===== config.mk =====
export PLATFORM = sky130hd
export DESIGN_NAME = pe_group_mac
export DESIGN_NICKNAME = d
export VERILOG_FILES = /design/src/rtl/pe_group_pkg.sv /design/src/rtl/fp32_mac.sv /design/src/rtl/pe_group_mac.sv
export SDC_FILE = /design/constraint.sdc
export NUM_CORES = 2
export LEC_CHECK = 0
export CAP_MARGIN = 5
export CORE_ASPECT_RATIO = 1.4
export CORE_UTILIZATION = 50
export CTS_BUF_LIST = sky130_fd_sc_hd__clkbuf_8
export DETAILED_ROUTE_END_ITERATION = 6
export PLACE_DENSITY = 0.66
export SLEW_MARGIN = 20
export SYNTH_ARGS = -nofsm -noshare
export SYNTH_HDL_FRONTEND = slang
export SYNTH_HIERARCHICAL = 1
export SYNTH_SLANG_ARGS = --single-unit

===== constraint.sdc =====
create_clock -name clk -period 36.9 [get_ports clk]
set_clock_uncertainty 0.2 [all_clocks]
set_input_delay 7.38 -clock clk [delete_from_list [all_inputs] [get_ports clk]]
set_output_delay 7.38 -clock clk [all_outputs]
set_load 0.01 [all_outputs]

===== src/rtl/pe_group_pkg.sv =====
// Shared types and FP32 constants for the pe_group_mac convolution tile engine.
package pe_group_pkg;

    typedef enum logic [1:0] {
        LOAD,
        COMPUTE,
        DRAIN
    } state_e;

    localparam int unsigned EXP_W = 8;
    localparam int unsigned MAN_W = 23;
    localparam int unsigned BIAS  = 127;

    localparam logic [31:0] QNAN = 32'h7FC00000;

endpackage


===== src/rtl/fp32_mac.sv =====
// Combinational FP32 y = a + b*c, non-fused, round toward zero, denormals flushed to zero.
module fp32_mac
    import pe_group_pkg::*;
(
    input  logic [31:0] a,
    input  logic [31:0] b,
    input  logic [31:0] c,
    output logic [31:0] y
);

    logic              sp, sBig, sSmall, aBig, special, pZero, pInf;
    logic [EXP_W-1:0]  ea, eb, ec, epU, eBig, eSmall, eDiff;
    logic [MAN_W:0]    ma, mb, mc, mp, mBig, mSmall;
    logic [47:0]       prod;
    logic signed [9:0] epRaw, eRes;
    logic [53:0]       shWide;
    logic [26:0]       bigExt, smallExt, norm;
    logic [27:0]       sum;
    logic [4:0]        dCap, lz;
    logic [MAN_W-1:0]  frac;

    always_comb begin
        ea = a[MAN_W +: EXP_W];
        eb = b[MAN_W +: EXP_W];
        ec = c[MAN_W +: EXP_W];
        ma = (ea == '0) ? '0 : {1'b1, a[MAN_W-1:0]};
        mb = (eb == '0) ? '0 : {1'b1, b[MAN_W-1:0]};
        mc = (ec == '0) ? '0 : {1'b1, c[MAN_W-1:0]};
        special = (&ea) || (&eb) || (&ec);

        // Product: 24x24 mantissas, top 24 bits kept (truncation)
        prod  = {24'd0, mb} * {24'd0, mc};
        sp    = b[31] ^ c[31];
        epRaw = $signed({2'b00, eb}) + $signed({2'b00, ec}) - $signed(10'(BIAS))
              + $signed({9'd0, prod[47]});
        pZero = (eb == '0) || (ec == '0) || (epRaw <= 10'sd0);
        pInf  = !pZero && (epRaw >= 10'sd255);
        mp    = pZero ? '0 : 24'(prod >> (prod[47] ? 24 : 23));
        epU   = pZero ? '0 : epRaw[EXP_W-1:0];

        aBig   = {ea, ma} >= {epU, mp};
        sBig   = aBig ? a[31] : sp;
        sSmall = aBig ? sp : a[31];
        eBig   = aBig ? ea : epU;
        eSmall = aBig ? epU : ea;
        mBig   = aBig ? ma : mp;
        mSmall = aBig ? mp : ma;

        // Guard/round bits plus a sticky LSB keep truncation exact for subtraction
        eDiff    = eBig - eSmall;
        dCap     = (eDiff > 8'd30) ? 5'd30 : eDiff[4:0];
        shWide   = {mSmall, 30'd0} >> dCap;
        smallExt = {shWide[53:28], shWide[27] | (|shWide[26:0])};
        bigExt   = {mBig, 3'b000};
        sum = (sBig == sSmall) ? {1'b0, bigExt} + {1'b0, smallExt}
                               : {1'b0, bigExt} - {1'b0, smallExt};

        lz = '0;
        for (int i = 0; i < 27; i++) begin
            if (sum[i]) lz = 5'(26 - i);
        end
        norm = sum[26:0] << lz;
        if (sum[27]) begin
            eRes = $signed({2'b00, eBig}) + 10'sd1;
            frac = 23'(sum >> 4);
        end else begin
            eRes = $signed({2'b00, eBig}) - $signed({5'd0, lz});
            frac = 23'(norm >> 3);
        end

        if (special) begin
            y = QNAN;
        end else if (pInf) begin
            y = {sp, {EXP_W{1'b1}}, {MAN_W{1'b0}}};
        end else if ((sum == '0) || (eRes <= 10'sd0)) begin
            y = '0;
        end else if (eRes >= 10'sd255) begin
            y = {sBig, {EXP_W{1'b1}}, {MAN_W{1'b0}}};
        end else begin
            y = {sBig, eRes[EXP_W-1:0], frac};
        end
    end

endmodule


===== src/rtl/pe_group_mac.sv =====
// FP32 1-D convolution tile: O[j] += W[k]*I[j+k] over BlockCount blocks, then streams 4 results.
// Define PE_GROUP_TEST_PORTS_EN to expose internal accumulators and counters as extra outputs.
module pe_group_mac
    import pe_group_pkg::*;
#(
    parameter int unsigned DataWidth       = 32,
    parameter int unsigned BufferWidth     = 2,
    parameter int unsigned BufferSize      = 4,
    parameter int unsigned W_PEGroupSize   = 4,
    parameter int unsigned O_PEGroupSize   = 4,
    parameter int unsigned I_PEGroupSize   = 7,
    parameter int unsigned W_PEAddrWidth   = 2,
    parameter int unsigned O_PEAddrWidth   = 2,
    parameter int unsigned I_PEAddrWidth   = 3,
    parameter int unsigned BlockCount      = 4,
    parameter int unsigned BlockCountWidth = 3
) (
    input  logic                 clk,
    input  logic                 aclr,
    input  logic                 W_DataInValid,
    output logic                 W_DataInRdy,
    input  logic [DataWidth-1:0] W_DataIn,
    input  logic                 I_DataInValid,
    output logic                 I_DataInRdy,
    input  logic [DataWidth-1:0] I_DataIn,
    input  logic                 O_DataInValid,
    output logic                 O_DataInRdy,
    input  logic [DataWidth-1:0] O_DataIn,
    output logic                 O_DataOutValid,
    input  logic                 O_DataOutRdy,
    output logic [DataWidth-1:0] O_DataOut
`ifdef PE_GROUP_TEST_PORTS_EN
    ,
    output logic [DataWidth-1:0]       Test_O_Data00,
    output logic [DataWidth-1:0]       Test_O_Data01,
    output logic [DataWidth-1:0]       Test_O_Data02,
    output logic [DataWidth-1:0]       Test_O_Data03,
    output logic [I_PEAddrWidth:0]     Test_I_PEAddr,
    output logic [O_PEAddrWidth:0]     Test_O_In_PEAddr,
    output logic [O_PEAddrWidth-1:0]   Test_O_Out_PEAddr,
    output logic [BlockCountWidth-1:0] Test_I_Block_Counter
`endif
);

    localparam int unsigned NumFifos = 3;
    localparam int unsigned MacWidth = W_PEAddrWidth + O_PEAddrWidth;

    // Stream index: 0 = W, 1 = I, 2 = O
    logic [NumFifos-1:0]  pushValid, fifoRdy, fifoEmpty, popReq;
    logic [DataWidth-1:0] pushData [NumFifos];
    logic [DataWidth-1:0] fifoHead [NumFifos];

    assign pushValid   = {O_DataInValid, I_DataInValid, W_DataInValid};
    assign pushData[0] = W_DataIn;
    assign pushData[1] = I_DataIn;
    assign pushData[2] = O_DataIn;
    assign W_DataInRdy = fifoRdy[0];
    assign I_DataInRdy = fifoRdy[1];
    assign O_DataInRdy = fifoRdy[2];

    for (genvar s = 0; s < NumFifos; s++) begin : gFifo
        logic [DataWidth-1:0]   mem [BufferSize];
        logic [BufferWidth-1:0] wrPtr, rdPtr;
        logic [BufferWidth:0]   count;
        logic                   push;

        assign fifoRdy[s]   = !aclr && (count != (BufferWidth+1)'(BufferSize));
        assign fifoEmpty[s] = (count == '0);
        assign fifoHead[s]  = mem[rdPtr];
        assign push         = pushValid[s] && fifoRdy[s];

        always_ff @(posedge clk) begin
            if (push) mem[wrPtr] <= pushData[s];
        end

        always_ff @(posedge clk) begin
            if (aclr) begin
                wrPtr <= '0;
                rdPtr <= '0;
                count <= '0;
            end else begin
                if (push) wrPtr <= wrPtr + 1'b1;
                if (popReq[s]) rdPtr <= rdPtr + 1'b1;
                if (push && !popReq[s]) count <= count + 1'b1;
                else if (!push && popReq[s]) count <= count - 1'b1;
            end
        end
    end

    state_e                   state, stateNext;
    logic [BlockCountWidth-1:0] block;
    logic [W_PEAddrWidth:0]   wFill;
    logic [I_PEAddrWidth:0]   iFill;
    logic [O_PEAddrWidth:0]   oFill;
    logic [MacWidth-1:0]      macCnt;
    logic [O_PEAddrWidth-1:0] outAddr, outAddrNext, jIdx;
    logic [W_PEAddrWidth-1:0] kIdx;
    logic [I_PEAddrWidth-1:0] iIdx;
    logic [DataWidth-1:0]     wReg [W_PEGroupSize];
    logic [DataWidth-1:0]     iReg [I_PEGroupSize];
    logic [DataWidth-1:0]     acc  [O_PEGroupSize];
    logic [DataWidth-1:0]     macOut;
    logic                     wDone, iDone, oDone, macDone, lastBlock, outXfer, lastOut;

    assign wDone       = (wFill == (W_PEAddrWidth+1)'(W_PEGroupSize));
    assign iDone       = (iFill == (I_PEAddrWidth+1)'(I_PEGroupSize));
    assign oDone       = (oFill == (O_PEAddrWidth+1)'(O_PEGroupSize));
    assign jIdx        = macCnt[MacWidth-1 -: O_PEAddrWidth];
    assign kIdx        = macCnt[W_PEAddrWidth-1:0];
    assign iIdx        = I_PEAddrWidth'(jIdx) + I_PEAddrWidth'(kIdx);
    assign macDone     = &macCnt;
    assign lastBlock   = (block == BlockCountWidth'(BlockCount - 1));
    assign outXfer     = O_DataOutValid && O_DataOutRdy;
    assign lastOut     = (outAddr == O_PEAddrWidth'(O_PEGroupSize - 1));
    assign outAddrNext = outAddr + 1'b1;

    fp32_mac uMac (
        .a (acc[jIdx]),
        .b (wReg[kIdx]),
        .c (iReg[iIdx]),
        .y (macOut)
    );

    always_ff @(posedge clk) begin
        if (aclr) state <= LOAD;
        else      state <= stateNext;
    end

    always_comb begin
        stateNext = state;
        popReq    = '0;
        unique case (state)
            LOAD: begin
                popReq[0] = !fifoEmpty[0] && !wDone;
                popReq[1] = !fifoEmpty[1] && !iDone;
                popReq[2] = !fifoEmpty[2] && !oDone && (block == '0);
                if (wDone && iDone && (oDone || (block != '0))) stateNext = COMPUTE;
            end
            COMPUTE: if (macDone) stateNext = lastBlock ? DRAIN : LOAD;
            DRAIN:   if (outXfer && lastOut) stateNext = LOAD;
            default: stateNext = LOAD;
        endcase
    end

    always_ff @(posedge clk) begin
        if (aclr) begin
            block          <= '0;
            wFill          <= '0;
            iFill          <= '0;
            oFill          <= '0;
            macCnt         <= '0;
            outAddr        <= '0;
            O_DataOutValid <= 1'b0;
            O_DataOut      <= '0;
            for (int i = 0; i < W_PEGroupSize; i++) wReg[i] <= '0;
            for (int i = 0; i < I_PEGroupSize; i++) iReg[i] <= '0;
            for (int i = 0; i < O_PEGroupSize; i++) acc[i] <= '0;
        end else begin
            unique case (state)
                LOAD: begin
                    macCnt <= '0;
                    if (popReq[0]) begin
                        wReg[wFill[W_PEAddrWidth-1:0]] <= fifoHead[0];
                        wFill <= wFill + 1'b1;
                    end
                    if (popReq[1]) begin
                        iReg[iFill[I_PEAddrWidth-1:0]] <= fifoHead[1];
                        iFill <= iFill + 1'b1;
                    end
                    if (popReq[2]) begin
                        acc[oFill[O_PEAddrWidth-1:0]] <= fifoHead[2];
                        oFill <= oFill + 1'b1;
                    end
                end
                COMPUTE: begin
                    acc[jIdx] <= macOut;
                    macCnt    <= macCnt + 1'b1;
                    if (macDone) begin
                        wFill <= '0;
                        iFill <= '0;
                        if (lastBlock) begin
                            // acc[0] is final here: the last MAC targets acc[3]
                            O_DataOutValid <= 1'b1;
                            O_DataOut      <= acc[0];
                            outAddr        <= '0;
                        end else begin
                            block <= block + 1'b1;
                        end
                    end
                end
                DRAIN: begin
                    if (outXfer) begin
                        if (lastOut) begin
                            O_DataOutValid <= 1'b0;
                            block          <= '0;
                            oFill          <= '0;
                        end else begin
                            outAddr   <= outAddrNext;
                            O_DataOut <= acc[outAddrNext];
                        end
                    end
                end
                default: ;
            endcase
        end
    end

`ifdef PE_GROUP_TEST_PORTS_EN
    assign Test_O_Data00        = acc[0];
    assign Test_O_Data01        = acc[1];
    assign Test_O_Data02        = acc[2];
    assign Test_O_Data03        = acc[3];
    assign Test_I_PEAddr        = iFill;
    assign Test_O_In_PEAddr     = oFill;
    assign Test_O_Out_PEAddr    = outAddr;
    assign Test_I_Block_Counter = block;
`endif

endmodule


==> reports/metrics.cfg <==
[status]
outcome = finished clean

[yosys]
ys_async_sr_fraction_pct = 0
yosys.area_share.simple_pct = 14.8
muxShareOfSynthArea_pct = 8.99
synth.top_cell.area_share_pct = 36.3
ys.flop_type = edfxtp_1
yosys-top-cells-area = edfxtp_1 36%, fa_1 14%, mux4_2 7.1%
synth.avg_cell_area_um2 = 10.9
yosysTopAreaCell = edfxtp_1
yosys.cell_types.count = 114
syn_nets = 7450
yosysWarnings = 6
synth_top_family_by_area = adder cells
synth_compound_area_share_pct = 10.6
ys_seq_area_share_pct = 39.6
synth-seq-cells = 981
synthXorXnorAreaFrac_pct = 0.930
synth-edff-count = 864
syn_inst = 6556
syn_area_um2 = 71400
synth-adder-area-share_pct = 19.0

[clock_tree]
cts_buffers = 130
cts_resized = 0
cts_root_buf = clkbuf_8
cts_setup_buffers = 0
clockBufferDepth = 3
clk_pin_slew_worst_paths_ns = 0.07
cts.sinks = 981
hold_buffers = 0
clk-insertion-delay-late_ns = 0.80
h-tree-depth = 4
cts_tree = yes

[sta]
report.final.slew_viol_count = 0
clock.fmax_mhz = 33.6
slew_headroom_pct = 22.6
fin_crit_ns = 29.79
rsz0062_at_grt = no
finalHoldViolCount = 0
period_share_pct = 80.7
setup_violations = 0
tightest_slew_ns = 1.16
setup_tns_ns = 0

[floorplan]
die_y_um = 449
coreArea_um2 = 141000
die_area_um2 = 144000
start_util_pct = 50.5
fp.dieW_um = 321
row_count = 163
num_io_pins = 138

[worst_setup_path]
reg2reg_to = acc[1][16]
critPathKind = reg2reg
cp-startpoint = macCnt[2]
slowest_delay_ns = 0.81
worstPathRequired_ns = 37.22
worst_setup_path_start_kind = register
r2r-start = macCnt[2]
r2r_cells = 104
endpoint = acc[1][16]
regToRegSetupSlack_ns = 7.11
cp_slowest_cell = o41ai_1
cp_max_fo = 64
cpMostUsedCell = fa_1
end_kind = register
cp_data_arrival_time_ns = 30.11

[final_layout]
area_growth_pct = 7.51
final_cell_mix = 864 x edfxtp_1, 765 x inv_1, 567 x nand2_1
multi_input_area_um2 = 38900
mostFrequentLayoutCell = edfxtp_1
nFillCells = 12300
area.sequential_um2 = 28300
layout-drive-gt1-share_pct = 9.75
nNetsFinal = 7414

[drt]
drc = 0
num_vias = 52800
viasPerCell = 6.19
ant_nets = 0
drt_wl_total_mm = 218
wl_per_cell_um = 25.6
drt_first_pass_iters = 7
first_iter_violations = 5125

[grt]
grt_usage_pct = 30.3
grt_pass1_vias = 54600
grt_pass1_wl_mm = 331
grt_max_degree = 69
grt-ovfl-total = 0
grt_antenna_before_repair = 14

[placement]
numPortBuffers = 137
place_congestion = 0.987
hpwl_mm = 157

[flow_run]
cap_violations = 0

[hold_path]
min_path_type = reg2reg

-- area by class of cell --
type | count | share of cell area [%]
multi-input cells | 4455 | 50.7
flip-flops and latches | 981 | 36.8
inverters | 719 | 3.51
well taps | 1897 | 3.09
repair buffers | 233 | 2.75
clock buffers | 135 | 2.42
clock inverters | 103 | 0.688
diodes | 3 | 0.00978
-- worst max-delay path: cells and delay by family, from the launching register on --
family | cells | cell delay (ns)
AOI/OAI and AO/OA | 37 | 9.82
adders and majority gates | 17 | 6.74
muxes | 4 | 0.99
DFF | 1 | 0.40
xor gates and xnor gates | 3 | 0.96
and+or+nand+nor | 26 | 5.89
buffers and inverters | 17 | 4.24
-- kinds of logic after synthesis --
group | Yosys count
DFF | 981
buffers and inverters | 1120
AOI/OAI and AO/OA | 1077
xor gates and xnor gates | 75
adders and majority gates | 792
muxes | 354
and+or+nand+nor | 2157
-- registers in the layout, summed over array words and instances, names as in the netlist, named ones only --
register and flops:
gFifo.wrPtr 6, gFifo.count 9, iReg 256, gFifo.rdPtr 6, oFill 3, outAddr 2
O_DataOutValid 1, wFill 3, block 3, gFifo.mem 384, macCnt 4, wReg 128
acc 128, state 2, O_DataOut 32, iFill 4
-- metrics by stage --
stage               worst slack, ns  hold slack (ns)  std cells  utilization (%)  area [um^2]
detailed placement             7.75            0.265       8284             52.6        74400
CTS                            7.67            0.274       8522             54.3        76700
finish                         7.11            0.275       8526             54.3        76800
global route                   5.46            0.302       8524             54.3        76800
global placement               8.09            0.259       8284             52.6        74400
floorplan                     11.32            0.247       6556                -        71400
-- routing by layer --
| layer | share of wire (%) | global-route usage (%) | vias to the layer above |
|---|---|---|---|
| li1 | - | - | 23200 |
| met1 | 38 | 37.2 | 26600 |
| met2 | 50 | 52.0 | 2338 |
| met3 | 6.6 | 4.19 | 623 |
| met4 | 5.4 | 15.4 | 8 |
| met5 | 0.022 | 0 | - |
-- how the worst min path moves through the flow --
| stage | start | depth (start not counted) | endpoint | slack [ns] |
|---|---|---|---|---|
| finish | outAddr[1] | 2 | outAddr[1] | 0.27 |
| detailed placement | outAddr[1] | 2 | outAddr[1] | 0.26 |
| CTS | outAddr[1] | 2 | outAddr[1] | 0.27 |
| global route | iReg[6][13] | 1 | iReg[6][13] | 0.30 |
| floorplan | outAddr[1] | 2 | outAddr[1] | 0.25 |
| global placement | outAddr[1] | 2 | outAddr[1] | 0.26 |
-- synthesized netlist by cell type, types with 12 or more instances --
cell type / n
o22ai_1: 25
a2bb2oi_1: 18
ha_1: 304
a211oi_1: 82
buf_2: 42
o32ai_1: 12
nor2_1: 508
dfxtp_1: 117
a31oi_1: 41
nand3_1: 162
nand2b_1: 45
buf_1: 26
o2111ai_1: 16
o211a_1: 12
nor2b_1: 24
xor2_1: 30
and3_1: 128
o21ai_0: 195
fa_1: 488
o211ai_1: 30
mux2i_1: 81
a21o_1: 57
o21a_1: 28
edfxtp_1: 864
a211o_1: 20
o31ai_1: 31
nand4_1: 71
mux2_2: 48
nor4_1: 33
and2_1: 350
inv_1: 715
a21oi_1: 203
o31a_1: 15
clkbuf_1: 316
nor3_1: 136
xnor2_1: 44
nand2_1: 568
a22oi_1: 87
a32oi_1: 12
or2_2: 22
o21bai_1: 22
or3_1: 42
mux4_2: 225
Power is left out: the tool's default activity adds up to more than one toggle a clock period on the data nets, which glitch-free logic cannot reach.
